<file path="src/rtl/cmsdk_apb4_eg_slave_if_ws.sv">
// APB4 slave front end for the example register block.
// Terminates APB4 transfers, issues single-cycle read/write strobes to the
// register side, inserts WAIT_STATES extra access cycles and returns
// registered read data. Writes to the read-only ID region (0xFC0-0xFFF)
// are suppressed and answered with PSLVERR.
module cmsdk_apb4_eg_slave_if_ws #(
  parameter int ADDRWIDTH   = 12,
  parameter int WAIT_STATES = 0
) (
  input  logic                 pclk,
  input  logic                 preset,
  // APB4 side
  input  logic                 psel,
  input  logic                 penable,
  input  logic                 pwrite,
  input  logic [ADDRWIDTH-1:0] paddr,
  input  logic [31:0]          pwdata,
  input  logic [3:0]           pstrb,
  output logic [31:0]          prdata,
  output logic                 pready,
  output logic                 pslverr,
  // Register-block side
  output logic [ADDRWIDTH-1:0] addr,
  output logic                 read_en,
  output logic                 write_en,
  output logic [3:0]           byte_strobe,
  output logic [31:0]          wdata,
  input  logic [31:0]          rdata
);

  typedef enum logic [1:0] {
    ST_IDLE,
    ST_STROBE,
    ST_WAIT,
    ST_RESP
  } state_t;

  // Wait-state counter preload; WAIT_STATES is limited to 0..15.
  localparam logic [3:0] WAIT_INIT = 4'(WAIT_STATES);

  // Clears the byte-lane bits of the captured address.
  localparam logic [ADDRWIDTH-1:0] WORD_MASK = {{(ADDRWIDTH-2){1'b1}}, 2'b00};

  // ID region is the top 64 bytes of the 4 KB window: paddr[11:6] all ones.
  localparam logic [5:0] ID_REGION = 6'h3F;

  state_t                 state;
  state_t                 state_nxt;
  logic                   pwrite_q;
  logic                   err_q;
  logic [3:0]             cnt;
  logic [ADDRWIDTH-1:0]   addr_q;
  logic [31:0]            wdata_q;
  logic [3:0]             strb_q;
  logic [31:0]            rdata_q;
  logic                   setup_accept;

  // A setup phase is only recognised while idle; penable high here is ignored.
  assign setup_accept = (state == ST_IDLE) && psel && !penable;

  // State register with synchronous reset.
  always_ff @(posedge pclk) begin
    // NOTE: sequential state uses non-blocking assignments so every flop
    // samples the pre-edge values regardless of block ordering.
    if (preset) begin
      state <= ST_IDLE;
    end else begin
      state <= state_nxt;
    end
  end

  // Capture the transfer in the setup phase, register read data, count waits.
  always_ff @(posedge pclk) begin
    if (preset) begin
      pwrite_q <= 1'b0;
      err_q    <= 1'b0;
      cnt      <= 4'd0;
      addr_q   <= '0;
      wdata_q  <= 32'd0;
      strb_q   <= 4'd0;
      rdata_q  <= 32'd0;
    end else begin
      if (setup_accept) begin
        pwrite_q <= pwrite;
        err_q    <= pwrite && (paddr[11:6] == ID_REGION);
        cnt      <= WAIT_INIT;
        addr_q   <= paddr & WORD_MASK;
        wdata_q  <= pwdata;
        // Byte strobes have no meaning for reads; present them as zero.
        strb_q   <= pwrite ? pstrb : 4'd0;
      end
      // Read data is sampled in the strobe cycle so later changes on rdata
      // cannot disturb the value returned with pready.
      if ((state == ST_STROBE) && !pwrite_q) begin
        rdata_q <= rdata;
      end
      if (state == ST_WAIT) begin
        cnt <= cnt - 4'd1;
      end
    end
  end

  // Next-state and output decode; a deselect during the access phase aborts.
  always_comb begin
    // NOTE: every output of this block gets a default first, so no path
    // through the case statement can leave a value held (no latches).
    state_nxt = state;
    read_en   = 1'b0;
    write_en  = 1'b0;
    pready    = 1'b0;
    pslverr   = 1'b0;
    prdata    = 32'd0;

    unique case (state)
      ST_IDLE: begin
        if (setup_accept) begin
          state_nxt = ST_STROBE;
        end
      end

      ST_STROBE: begin
        read_en  = !pwrite_q;
        write_en = pwrite_q && !err_q;
        if (!psel) begin
          state_nxt = ST_IDLE;
        end else if (cnt != 4'd0) begin
          state_nxt = ST_WAIT;
        end else begin
          state_nxt = ST_RESP;
        end
      end

      ST_WAIT: begin
        if (!psel) begin
          state_nxt = ST_IDLE;
        end else if (cnt <= 4'd1) begin
          state_nxt = ST_RESP;
        end
      end

      ST_RESP: begin
        // An aborted transfer never sees pready.
        if (psel) begin
          pready  = 1'b1;
          pslverr = err_q;
          prdata  = pwrite_q ? 32'd0 : rdata_q;
        end
        state_nxt = ST_IDLE;
      end

      default: begin
        state_nxt = ST_IDLE;
      end
    endcase

    // Reset blanks every response and strobe in the same cycle.
    if (preset) begin
      read_en  = 1'b0;
      write_en = 1'b0;
      pready   = 1'b0;
      pslverr  = 1'b0;
      prdata   = 32'd0;
    end
  end

  // Register-side outputs come straight from the captured transfer.
  assign addr        = addr_q;
  assign wdata       = wdata_q;
  assign byte_strobe = strb_q;

endmodule

</file>
<file path="config.mk">
export PLATFORM = sky130hd
export DESIGN_NAME = cmsdk_apb4_eg_slave_if_ws
export DESIGN_NICKNAME = d
export VERILOG_FILES = /design/src/rtl/cmsdk_apb4_eg_slave_if_ws.sv
export SDC_FILE = /design/constraint.sdc
export NUM_CORES = 1
export LEC_CHECK = 0
export ABC_AREA = 1
export CORE_AREA = 2 2 121 111
export DETAILED_ROUTE_END_ITERATION = 10
export DIE_AREA = 0 0 123 113
export MAX_ROUTING_LAYER = met4
export PLACE_DENSITY = 0.58
export SLEW_MARGIN = 10
export SYNTH_ARGS = -nofsm -noshare
export SYNTH_HDL_FRONTEND = slang
export SYNTH_SLANG_ARGS = --single-unit
</file>
<file path="constraint.sdc">
create_clock -name pclk -period 1.2 [get_ports pclk]
set_input_delay 0.24 -clock pclk [delete_from_list [all_inputs] [get_ports pclk]]
set_output_delay 0.24 -clock pclk [all_outputs]
set_load 0.1 [all_outputs]
</file>
* Word level (Yosys, flattened, before mapping)
Index checks and enable logic that the tools add are counted.
** Word-level totals
- Bits in registers :: 86
- Latch bits :: 0
- Bits in writable memories :: 0
- Memory bits (read-only) :: 0
- Bits of input ports :: 85
- Word-level logic and storage cells :: 51
- Memories kept :: 0
** Operators by class
- $add $sub $neg :: 1
- $mul :: 0
- Div/mod/pow operators :: 0
- Magnitude comparators :: 1
- Eq/ne operators :: 6
- Shifts and indexed selects :: 0
- Multiplexer cells :: 23
- Bitwise operators :: 0
- Reductions and logical operators :: 12
** Operator list (number)
- $mux W32 :: 4
- $mux W4 :: 3
- $mux W1 :: 11
- $mux W2 :: 4
- $pmux W2 S4 :: 1
- $eq A6 B6 Y1 const B :: 1
- $logic_and A1 B1 Y1 :: 5
- $eq A2 B2 Y1 const B :: 2
- $le A4 B1 Y1 const B :: 1
- $reduce_bool A4 Y1 :: 1
- $sub A4 B1 Y4 const B :: 1
- $logic_not A1 Y1 :: 3
- $ne A3 B2 Y1 const B :: 1
- $eq A2 B1 Y1 const B :: 1
- $logic_not A2 Y1 :: 1
- $ne A2 B2 Y1 const B :: 1
- $reduce_and A2 Y1 :: 1
- $reduce_bool A2 Y1 :: 1

* Depth between registers and ports, before layout
- Depth after elaboration :: 5
- Mapped depth :: 7

* Least setup slack after synthesis
OpenSTA, ideal clock, no wires.
- Kind :: input to output
- Start point :: in preset
- End point :: out pslverr
- Data arrival time :: 3.359 ns
- Data required time :: 0.960 ns
- Path slack :: -2.399 ns
- Stages on the path :: 2
- Buffers on the path :: 1
- Cells stage by stage :: buf_2 > nor4_1
** On the way
- Cells in the longest elaborated chain, start to end :: 1
** RTL lines
- start, declared :: line 11 : input logic preset,
- $mux W1 :: line 157 : if (preset) begin
- end, declared :: line 21 : output logic pslverr,
Every way passes these cells.

* Final worst setup path
- Start point :: reg state[1]
- End point :: out prdata[28]
** On the way
- Cells in the longest elaborated chain, start to end :: 3
** RTL lines
- start, declared :: line 47 : state_t state;
- start signal, assigned :: line 68 : state <= state_nxt;
- $eq A2 B2 Y1 :: line 114 : unique case (state)
- $mux W32 :: line 114
- $mux W32 :: line 157
- end, declared :: line 19 : output logic [31:0] prdata,
Every way passes these cells.

==> impl_metrics.yaml <==
critical_path:
  critPathTopFamily: "simple AND/OR/NAND/NOR gates"
  crit_slowest_cell: "sky130_fd_sc_hd__dfxtp_4"
  cp.arrival_ns: 1.60
  timing.reg2reg.worst_path_depth: 9
  cp_max_fo: 10
  path_common_cell: "sky130_fd_sc_hd__nand2_4"
  cpPeakStageDelay_ns: 0.35
  start_kind: "flip-flop"
  worstPathBufferInverterCount: 2
  cp.required_ns: 0.96
  path_cells: "nand2_4 -> nor3_4 -> nand2_4 -> buf_16 -> nor2_4 -> buf_12"
  end_kind: "output port"
  crit_type: "flip-flop to output port"
  critical_path_cell_count: 6
grt:
  grt_pass1_wl_um: 19300
  grt_pass1_vias: 3855
  grt_util_all_layers_pct: 18.6
  grt_max_degree: 54
  antenna_found_initial: 1
  remaining_global_route_overflow: 0
final_layout:
  postLayoutCoreUtil_pct: 61.5
  fin_area_um2: 7740
  drive_gt1_share_pct: 49.7
  nFillCells: 1005
  syn_to_final_growth_pct: 124
  finalNetCount: 744
sta:
  grt_setup_unrepaired: "yes"
  max_freq_mhz: 544
  final-hold-violation-count: 0
  period_minus_slack_ns: 1.84
  skew_ns: 0.00655
  period_share_pct: 153
  setup_viol: 122
  final-max-slew-violation-count: 0
  setup_tns_ns: -35.93
  fin_ws_ns: -0.639
cts:
  cts_tree: "built"
  cts_root_buffer: "sky130_fd_sc_hd__clkbuf_16"
  clk_pin_slew_worst_paths_ns: 0.06
  worst_skew_pair.late_latency_ns: 0.35
  numClockSinks: 86
  cts-root-to-sink-buffers: 2
  clock_buffer_count_from_cts: 9
  htree_num_levels: 3
placement:
  postPlaceCellArea_um2: 6540
  hpwlAfterDp_um: 7990
  placement.io_buffers: 164
  gpl.final_weighted_congestion: 0.809
  place_worst_setup_slack_ns: -0.647
routing:
  drt_pre_antenna_iters: 4
  dr_total_vias: 3676
  post_drt_via_cell_ratio: 4.44
  routed_length_per_placed_instance_um: 14.9
  wirelength_um: 12300
  drt_iter0_markers: 121
  ant_nets: 0
  count_of_unresolved_drc_violations_after_routing: 0
die:
  initial_core_util_pct: 27.4
  fp.coreArea_um2: 12600
  die_footprint_um2: 13900
  placement_rows: 39
  die_x_um: 123
  die_h_um: 113
  pin_count: 169
logic_synthesis:
  synthesis.area_per_instance_um2: 7.68
  yosysMostFrequentCell: "sky130_fd_sc_hd__nor2_1"
  synth_async_sr_flop_share_pct: 0
  netlist_top_cells_area: "sky130_fd_sc_hd__dfxtp_1 (50%), sky130_fd_sc_hd__nor2_1 (13%), sky130_fd_sc_hd__o21ai_0 (7.8%), sky130_fd_sc_hd__a21oi_1 (5.5%), sky130_fd_sc_hd__inv_1 (4.8%)"
  synth-edff-count: 0
  synth.lib_cells_used.distinct: 28
  netlist_top_cells_count: "sky130_fd_sc_hd__nor2_1 (122), sky130_fd_sc_hd__dfxtp_1 (86), sky130_fd_sc_hd__o21ai_0 (54), sky130_fd_sc_hd__inv_1 (44), sky130_fd_sc_hd__a21oi_1 (38)"
  synth_flop_cell: "sky130_fd_sc_hd__dfxtp_1"
  area_leader_netlist: "sky130_fd_sc_hd__dfxtp_1"
  ys_warn_count: 0
  synth-seq-cells: 86
  netlist.area_leader.share_pct: 49.8
  synth_area_um2: 3460
  syn_inst: 450
  ys_seq_area_share_pct: 49.8
status:
  status: "complete, but fails checks"
  failing_checks: "negative setup slack"
pwr:
  ir_drop_v: 0.00154
  power.share.sequential_pct: 36.1
  report.power.total_mw: 9.19
  power.net_switching_mw: 3.13
  power.share.combinational_pct: 34.5
  p_leak_nw: 2.93
  clkPwrFrac_pct: 29.3
  power-per-cell-area_nw_per_um2: 1190
  internal-power_mw: 6.06
  netSwitchingFraction_pct: 34.0
hold_path:
  hold_path_class: "input port to flip-flop"
  hold_depth: 5
run:
  max_cap_violations: 0
-- flip-flops by register name, summed over array words and instances (netlist names) --
name         cells
rdata_q         32
wdata           32
addr            10
byte_strobe      4
cnt              4
state            2
err_q            1
pwrite_q         1
-- layout by cell type (no fill, tap or decap), types with 11 or more instances in the layout --
cell / instances
sky130_fd_sc_hd__a21oi_1: 31
sky130_fd_sc_hd__buf_12: 91
sky130_fd_sc_hd__buf_4: 19
sky130_fd_sc_hd__buf_6: 20
sky130_fd_sc_hd__clkdlybuf4s50_1: 80
sky130_fd_sc_hd__dfxtp_1: 38
sky130_fd_sc_hd__dfxtp_2: 46
sky130_fd_sc_hd__inv_1: 43
sky130_fd_sc_hd__nand2_1: 11
sky130_fd_sc_hd__nor2_1: 94
sky130_fd_sc_hd__nor2_4: 35
sky130_fd_sc_hd__o21ai_1: 15
sky130_fd_sc_hd__o21ai_2: 60
-- tightest hold or removal path, cell delays in order --
cell and delay [ns]:
sky130_fd_sc_hd__dlygate4sd2_1 0.26, sky130_fd_sc_hd__nand3_1 0.08, sky130_fd_sc_hd__nor2_1 0.04, sky130_fd_sc_hd__nor2_1 0.08, sky130_fd_sc_hd__nor2_1 0.05
-- logic make-up after synthesis --
kind of cell / Yosys count / share of synthesized area, %
AO/OA/AOI/OAI: 119 / 17.3
other: 1 / 0.109
AND/OR/NAND/NOR: 164 / 20.0
adder cells (fa/ha/maj): 2 / 0.724
buffers and inverters: 78 / 12.0
flip-flops: 86 / 49.8
-- timing repair --
action                                  4_1_cts  5_1_grt
gates cloned                                 10        2
buffers inserted                             15        6
hold buffers                                  0        0
pin swaps                                    18       10
resized for setup                           147       28
endpoints found under the setup margin      121      122
-- cell type report --
type                            instances  area, um^2  share of cell area, %
Timing Repair Buffer                  225        3340                   43.1
Multi-Input combinational cell        287        1920                   24.9
Sequential cell                        86        1790                   23.1
Clock buffer                           14         274                   3.54
Tap cell                              164         205                   2.65
Inverter                               48         194                   2.51
Clock inverter                          2        13.8                  0.178
Antenna cell                            1        2.50                 0.0323
-- power by group through the flow --
stage	Combinational, mW	Clock, mW	Sequential [mW]
floorplan	0.754	0	4.19
global placement	2.60	0	3.37
detailed placement	2.63	0	3.38
CTS	3.13	2.80	3.32
global route	3.34	2.91	3.35
finish	3.17	2.70	3.32
-- through the flow --
step / hold WS (ns) / cells
global placement: 0.475 / 781
floorplan: 0.377 / 451
CTS: 0.423 / 821
global route: 0.456 / 827
finish: 0.439 / 827
detailed placement: 0.482 / 781
-- path summary, 6_finish.rpt --
| kind | end | from | slack (ns) |
|---|---|---|---|
| setup / recovery | prdata[28] | state[1]$_SDFFE_PP0P_ | -0.64 |
| setup reg to reg | rdata_q[26]$_SDFFE_PP0P_ | state[0]$_SDFFE_PP0P_ | -0.26 |
| hold reg to reg | addr[11]$_SDFFE_PP0P_ | addr[11]$_SDFFE_PP0P_ | 0.48 |
| hold / removal | state[0]$_SDFFE_PP0P_ | psel | 0.44 |
-- metal layers --
metal	track usage (%)	share of wire (%)	vias to the layer above
met4	4.47	1.5	0
met5	-	0	-
met2	29.7	48	156
li1	-	-	1846
met1	20.4	40	1655
met3	9.88	11	19
Power figures use the tool's default switching activity.
